### config.mk
export PLATFORM = sky130hd
export DESIGN_NAME = grf_sb_flat
export DESIGN_NICKNAME = d
export VERILOG_FILES = /design/src/rtl/grf_sb_if.sv /design/src/rtl/grf_sb.sv /design/src/flat_wrapper.sv
export SDC_FILE = /design/constraint.sdc
export NUM_CORES = 2
export LEC_CHECK = 0
export BUFFER_PORTS_ARGS = -buffer_cell sky130_fd_sc_hd__clkbuf_2
export CAP_MARGIN = 20
export CORE_ASPECT_RATIO = 1.2
export CORE_UTILIZATION = 40
export CTS_CLUSTER_SIZE = 30
export DETAILED_ROUTE_END_ITERATION = 10
export PLACE_DENSITY_LB_ADDON = 0.12
export SYNTH_ARGS = -nofsm -noshare
export SYNTH_HDL_FRONTEND = slang
export SYNTH_SLANG_ARGS = --single-unit
export TNS_END_PERCENT = 30
### constraint.sdc
create_clock -name clk -period 3.4 [get_ports clk]
set_input_delay 0.17 -clock clk [delete_from_list [all_inputs] [get_ports clk]]
set_output_delay 0.17 -clock clk [all_outputs]
set_load 0.01 [all_outputs]
### src/rtl/grf_sb_if.sv
// grf_sb_if: register-file / scoreboard bus between decode/write-back and grf_sb.
//   master : drives read addresses, write-back (we/wa/wd) and issue (iss_en/iss_addr)
//   slave  : returns read data, per-port pending flags, iss_rdy, busy_any, err
interface grf_sb_if #(
   parameter int DATA_W = 32,
   parameter int ADDR_W = 5,
   parameter int NUM_RD = 2
);
   logic [NUM_RD*ADDR_W-1:0] rd_addr;
   logic [NUM_RD*DATA_W-1:0] rd_data;
   logic [NUM_RD-1:0]        rd_pend;
   logic                     we;
   logic [ADDR_W-1:0]        wa;
   logic [DATA_W-1:0]        wd;
   logic                     iss_en;
   logic [ADDR_W-1:0]        iss_addr;
   logic                     iss_rdy;
   logic                     busy_any;
   logic                     err;

   modport master (
      output rd_addr, we, wa, wd, iss_en, iss_addr,
      input  rd_data, rd_pend, iss_rdy, busy_any, err
   );

   modport slave (
      input  rd_addr, we, wa, wd, iss_en, iss_addr,
      output rd_data, rd_pend, iss_rdy, busy_any, err
   );
endinterface

### src/rtl/grf_sb.sv
// grf_sb: general register file with per-register write-pending scoreboard.
//   clk      : rising-edge clock for all state
//   reset    : synchronous active-high reset (clears registers, counters, err)
//   bus      : grf_sb_if slave modport
//              rd_addr/rd_data/rd_pend : NUM_RD combinational read ports with
//                                        write-back bypass and stall flag
//              we/wa/wd                : write-back port, retires one pending write
//              iss_en/iss_addr/iss_rdy : issue port, marks one pending write
//              busy_any                : any counter nonzero (registered state)
//              err                     : sticky protocol-error flag
module grf_sb #(
   parameter int DATA_W   = 32,
   parameter int ADDR_W   = 5,
   parameter int NUM_RD   = 2,
   parameter int CNT_W    = 2,
   parameter int ZERO_REG = 1
) (
   input logic   clk,
   input logic   reset,
   grf_sb_if.slave bus
);
   localparam int DEPTH = 2**ADDR_W;
   localparam logic [CNT_W-1:0] CNT_MAX = '1;
   localparam logic [CNT_W-1:0] CNT_ONE = CNT_W'(1);

   logic [DATA_W-1:0] r_mem [DEPTH];
   logic [CNT_W-1:0]  r_cnt [DEPTH];
   logic              r_err;

   logic                     w_wr_ok;
   logic                     w_iss_rdy;
   logic                     w_inc;
   logic                     w_dec;
   logic                     w_busy;
   logic [NUM_RD*DATA_W-1:0] w_rd_data;
   logic [NUM_RD-1:0]        w_rd_pend;

   function automatic logic f_is_zero(input logic [ADDR_W-1:0] a);
      return (ZERO_REG != 0) && (a == '0);
   endfunction

   assign w_wr_ok   = bus.we && !f_is_zero(bus.wa);
   assign w_iss_rdy = f_is_zero(bus.iss_addr) || (r_cnt[bus.iss_addr] != CNT_MAX);
   assign w_inc     = bus.iss_en && w_iss_rdy && !f_is_zero(bus.iss_addr);
   // Underflow guard: a write with nothing pending is flagged, not counted.
   assign w_dec     = w_wr_ok && (r_cnt[bus.wa] != '0);

   always_ff @(posedge clk) begin
      if (reset) begin
         for (int unsigned i = 0; i < DEPTH; i++) begin
            r_mem[i] <= '0;
            r_cnt[i] <= '0;
         end
         r_err <= 1'b0;
      end else begin
         if (w_wr_ok)
            r_mem[bus.wa] <= bus.wd;
         // Inc and dec on the same register cancel; otherwise independent.
         for (int unsigned i = 0; i < DEPTH; i++) begin
            if (w_inc && (bus.iss_addr == ADDR_W'(i)) && !(w_dec && (bus.wa == ADDR_W'(i))))
               r_cnt[i] <= r_cnt[i] + CNT_ONE;
            else if (w_dec && (bus.wa == ADDR_W'(i)) && !(w_inc && (bus.iss_addr == ADDR_W'(i))))
               r_cnt[i] <= r_cnt[i] - CNT_ONE;
         end
         if ((bus.iss_en && !w_iss_rdy) || (w_wr_ok && (r_cnt[bus.wa] == '0)))
            r_err <= 1'b1;
      end
   end

   always_comb begin
      logic [ADDR_W-1:0] a;
      logic              hit;
      w_rd_data = '0;
      w_rd_pend = '0;
      for (int unsigned p = 0; p < NUM_RD; p++) begin
         a   = bus.rd_addr[p*ADDR_W +: ADDR_W];
         hit = bus.we && (bus.wa == a);
         if (!f_is_zero(a)) begin
            w_rd_data[p*DATA_W +: DATA_W] = hit ? bus.wd : r_mem[a];
            // The last outstanding write being bypassed now clears the stall.
            w_rd_pend[p] = (r_cnt[a] != '0) && !(hit && (r_cnt[a] == CNT_ONE));
         end
      end
   end

   always_comb begin
      w_busy = 1'b0;
      for (int unsigned i = 0; i < DEPTH; i++)
         w_busy = w_busy | (r_cnt[i] != '0);
   end

   assign bus.rd_data  = w_rd_data;
   assign bus.rd_pend  = w_rd_pend;
   assign bus.iss_rdy  = w_iss_rdy;
   assign bus.busy_any = w_busy;
   assign bus.err      = r_err;
endmodule

### src/flat_wrapper.sv
// flat-port wrapper written by rule: the top's interface ports become plain ports
module grf_sb_flat 
#(
   parameter int DATA_W   = 32,
   parameter int ADDR_W   = 5,
   parameter int NUM_RD   = 2,
   parameter int CNT_W    = 2,
   parameter int ZERO_REG = 1
)
  (clk, reset, bus_rd_addr, bus_we, bus_wa, bus_wd, bus_iss_en, bus_iss_addr, bus_rd_data, bus_rd_pend, bus_iss_rdy, bus_busy_any, bus_err);
  grf_sb_if #(.DATA_W(DATA_W), .ADDR_W(ADDR_W), .NUM_RD(NUM_RD)) bus_i ();
  input logic clk;
  input logic reset;
  input wire logic [$bits(bus_i.rd_addr)-1:0] bus_rd_addr;
  input wire logic [$bits(bus_i.we)-1:0] bus_we;
  input wire logic [$bits(bus_i.wa)-1:0] bus_wa;
  input wire logic [$bits(bus_i.wd)-1:0] bus_wd;
  input wire logic [$bits(bus_i.iss_en)-1:0] bus_iss_en;
  input wire logic [$bits(bus_i.iss_addr)-1:0] bus_iss_addr;
  output wire logic [$bits(bus_i.rd_data)-1:0] bus_rd_data;
  output wire logic [$bits(bus_i.rd_pend)-1:0] bus_rd_pend;
  output wire logic [$bits(bus_i.iss_rdy)-1:0] bus_iss_rdy;
  output wire logic [$bits(bus_i.busy_any)-1:0] bus_busy_any;
  output wire logic [$bits(bus_i.err)-1:0] bus_err;
  assign bus_i.rd_addr = bus_rd_addr;
  assign bus_i.we = bus_we;
  assign bus_i.wa = bus_wa;
  assign bus_i.wd = bus_wd;
  assign bus_i.iss_en = bus_iss_en;
  assign bus_i.iss_addr = bus_iss_addr;
  assign bus_rd_data = bus_i.rd_data;
  assign bus_rd_pend = bus_i.rd_pend;
  assign bus_iss_rdy = bus_i.iss_rdy;
  assign bus_busy_any = bus_i.busy_any;
  assign bus_err = bus_i.err;
  grf_sb #(.DATA_W(DATA_W), .ADDR_W(ADDR_W), .NUM_RD(NUM_RD), .CNT_W(CNT_W), .ZERO_REG(ZERO_REG)) u_core (.clk(clk), .reset(reset), .bus(bus_i));
endmodule
==> flow_summary_export.csv <==
group,metric,value,unit
timing,finalCriticalPeriod,3.348,ns
routing,wl,233.5,mm
timing,setup_viol,0,
cells_and_area,drive_gt1_frac,0.2805,
synth,yosys.area.top_type,"edfxtp_1",
routing,drtIter0Drc,5188,
min_path,hp-class,"in2reg",
critical_path,worstReg2RegStart,"u_core.r_cnt[18][0]$_SDFFCE_PP0P_",
critical_path,cp_max_fo,6,
min_path,hold_path_end,"u_core.r_mem[22][13]$_SDFFCE_PN0P_",
timing,worst_clock_skew,0.02279,ns
timing,fmax,298.7,MHz
placed_design,dp_hpwl,141.0,mm
clock_tree,post_cts_buffers,0,
synth,seq_area_frac_synth,0.5356,
synth,ys_seq_elements,1089,
grt,grt_max_degree,130,
clock_tree,clock_path_buffers,3,
critical_path,end_kind,"output port",
critical_path,cp_data_arrival_time,3.18,ns
outcome,status,"finished clean",
grt,grt_first_pass_wirelength,323.1,mm
floorplanning,core_area,151100,sq um
timing,relSlewSlack,0.4232,
cells_and_area,layout.nets,4360,
clock_tree,clock_tree.root_cell,"clkbuf_16",
cells_and_area,area_delta_synth_final,14.07,%
synth,syn_avg_cell_area,14.52,sq um
timing,rsz0062_at_grt,"false",
routing,vias,40430,
placed_design,routabilityCongestion,0.8608,
synth,synth.area.top_cells,"edfxtp_1 (54%), mux4_2 (22%), and2_1 (10%), mux2i_1 (2.6%), clkbuf_1 (2.0%)",
floorplanning,ioPinCount,125,
floorplanning,die_h,429.9,um
critical_path,worstSetupPathType,"reg2out",
synth,synthesis.area,61030,sq um
timing,tns,0,ns
floorplanning,rows,156,
critical_path,ff2ff_setup_slack,0.41,ns
synth,yosysUniqueCellTypes,53,
clock_tree,clk_pin_slew_worst_paths,0.06,ns
timing,hold_viol_final,0,
synth,synth_edf_count,1088,
synth,synthArstFlopShare,0,
synth,synth_cells,4202,
routing,drc,0,
timing,tightest_slew,0.8652,ns
pwr,vdd_drop_max,426.4,uV
critical_path,required,3.23,ns
critical_path,start_kind,"flop",
synth,synth_top_area_frac,0.5353,
pwr,leakage,0.02389,uW
routing,drt_pre_antenna_iters,5,
pwr,power.density,488.0,nW/um^2
clock_tree,cts_buffers,118,
grt,antenna_found_initial,28,
clock_tree,cts_tree,"built",
critical_path,worstRegToRegCells,7,
grt,gr-total-overflow,0,
flow_run,drv_cap,0,
timing,timing.final.crit_share,0.9848,
grt,grt_usage,0.3033,
floorplanning,start_util,0.4040,
routing,ant_nets,0,
timing,slew_violations,0,
cells_and_area,fill_cells,13230,
critical_path,r2r_end,"u_core.r_cnt[20][0]$_SDFFCE_PP0P_",
floorplanning,die_area,154200,sq um
routing,vias_per_cell,6.330,
synth,synthFlopType,"edfxtp_1",
synth,ys_warn_count,0,
clock_tree,worstSkewPairLatency,0.77,ns
clock_tree,cts.sinks,1089,
cells_and_area,stdcell_area,69620,sq um
placed_design,placed_area,65690,sq um
routing,wl_per_cell,36.56,um
grt,grt_pass1_vias,40150,
floorplanning,die_w,358.6,um
min_path,hold_start,"bus_wd[13]",
clock_tree,cts-htree-levels,3,
placed_design,io_buffer_count,124,
synth,yosys-top-cells-count,"edfxtp_1 (1088), and2_1 (993), mux4_2 (587)",
min_path,hold_depth,2,
synth,post-synth-top-count-cell,"edfxtp_1",
worst max path at each step:
| stage | slack [ns] | endpoint | startpoint | depth (start not counted) |
|---|---|---|---|---|
| 3_3_place_gp | 0.14 | u_core.r_cnt[19][1]$_SDFFCE_PP0P_ | bus_wa[1] | 8 |
| 4_1_cts | 0.03 | bus_rd_pend[0] | u_core.r_cnt[26][0]$_SDFFCE_PP0P_ | 7 |
| 3_5_place_dp | 0.12 | u_core.r_cnt[18][0]$_SDFFCE_PP0P_ | bus_wa[1] | 8 |
| 5_1_grt | 0.01 | bus_busy_any | u_core.r_cnt[12][0]$_SDFFCE_PN0P_ | 6 |
| 6_report | 0.05 | bus_rd_pend[0] | u_core.r_cnt[26][0]$_SDFFCE_PP0P_ | 7 |
| 2_1_floorplan | 0.88 | u_core.r_cnt[18][0]$_SDFFCE_PP0P_ | u_core.r_cnt[8][0]$_SDFFCE_PN0P_ | 9 |
placed cells by master, fill, tap and decap left out, types with 18 or more instances in the layout:
| cell | synthesis | final |
|---|---|---|
| nand2b_1 | 50 | 50 |
| and2_1 | 993 | 993 |
| a21oi_1 | 90 | 90 |
| mux2i_1 | 157 | 157 |
| o21ai_0 | 26 | 26 |
| o211ai_1 | 18 | 18 |
| mux4_2 | 587 | 587 |
| clkinv_1 | 1 | 31 |
| xor2_1 | 44 | 44 |
| buf_4 | 8 | 194 |
| buf_12 | 0 | 69 |
| clkbuf_16 | 0 | 119 |
| nand3_1 | 57 | 56 |
| nor3_1 | 60 | 59 |
| conb_1 | 1 | 34 |
| clkbuf_2 | 0 | 113 |
| clkbuf_1 | 332 | 27 |
| or2_4 | 0 | 27 |
| nor2b_1 | 21 | 20 |
| nor2_1 | 160 | 131 |
| o221ai_1 | 40 | 40 |
| a211oi_1 | 70 | 69 |
| edfxtp_1 | 1088 | 1088 |
| nor2_4 | 0 | 29 |
| nand2_1 | 63 | 62 |
layer usage:
metal	global-route usage	vias to the layer above	share of wire
met2	0.5041	2179	0.49
li1	-	16420	-
met1	0.3938	21340	0.38
met5	0	-	0.00018
met4	0.1177	6	0.041
met3	0.05306	480	0.086
where the power goes:
| part | switching (uW) | internal [uW] |
|---|---|---|
| Clock | 5750 | 7480 |
| Combinational | 2740 | 2070 |
| Sequential | 416 | 15500 |
| Total | 8900 | 25100 |
area by class of cell:
cell class / count / area (sq um) / share of cell area
Multi-Input combinational cell: 2695 / 26980 / 0.3875
Timing Repair Buffer: 392 / 3590 / 0.05156
Clock buffer: 146 / 3079 / 0.04423
Inverter: 7 / 26.28 / 0.0003774
Tap cell: 1975 / 2471 / 0.03549
Clock inverter: 74 / 765.7 / 0.01100
Antenna cell: 8 / 20.02 / 0.0002875
Sequential cell: 1089 / 32690 / 0.4696
timing repair:
item | 4_1_cts | 5_1_grt
gates resized for setup | 0 | 1
setup endpoints to repair | 0 | 1
hold buffers | 5 | 0
endpoints found under the hold margin | 46 | 0
sequential cells by signal (all words and copies together), names as in the netlist:
signal,flops
u_core.r_mem,1024
u_core.r_cnt,64
u_core.bus.err,1
logic make-up (layout without fill, tap and decap cells):
| group | count (synthesis) | after routing | share of synthesized area |
|---|---|---|---|
| other | 1 | 42 | 0.00006144 |
| adder cells (fa/ha/maj) | 1 | 1 | 0.0002050 |
| AND/OR/NAND/NOR | 1526 | 1526 | 0.1456 |
| multiplexers | 759 | 759 | 0.2451 |
| buffers and inverters | 451 | 619 | 0.03012 |
| XOR/XNOR | 53 | 53 | 0.007606 |
| AO/OA/AOI/OAI | 322 | 322 | 0.03561 |
| flip-flops | 1089 | 1089 | 0.5356 |
metrics by stage:
| stage | util | setup WS [ns] | hold slack, ns | power (uW) | cells |
|---|---|---|---|---|---|
| 4_1_cts | 0.4606 | 0.02944 | 0.07863 | 34100 | 6377 |
| 5_1_grt | 0.4607 | 0.01264 | 0.1398 | 34820 | 6380 |
| 3_3_place_gp | 0.4348 | 0.1369 | 0.5520 | 20950 | 6152 |
| 3_5_place_dp | 0.4348 | 0.1244 | 0.5582 | 20980 | 6152 |
| 6_report | 0.4608 | 0.05173 | 0.1351 | 33980 | 6386 |
| 2_1_floorplan | - | 0.8805 | 0.3682 | 18870 | 4235 |
worst max-delay path, cell delays in order (launching register included):
cell	delay [ns]
edfxtp_1	0.44
buf_4	0.20
mux4_2	0.47
mux4_2	0.47
nor2b_1	0.14
nor3b_1	0.40
nor3_1	0.13
clkbuf_2	0.17
(Power assumes the default switching activity.)
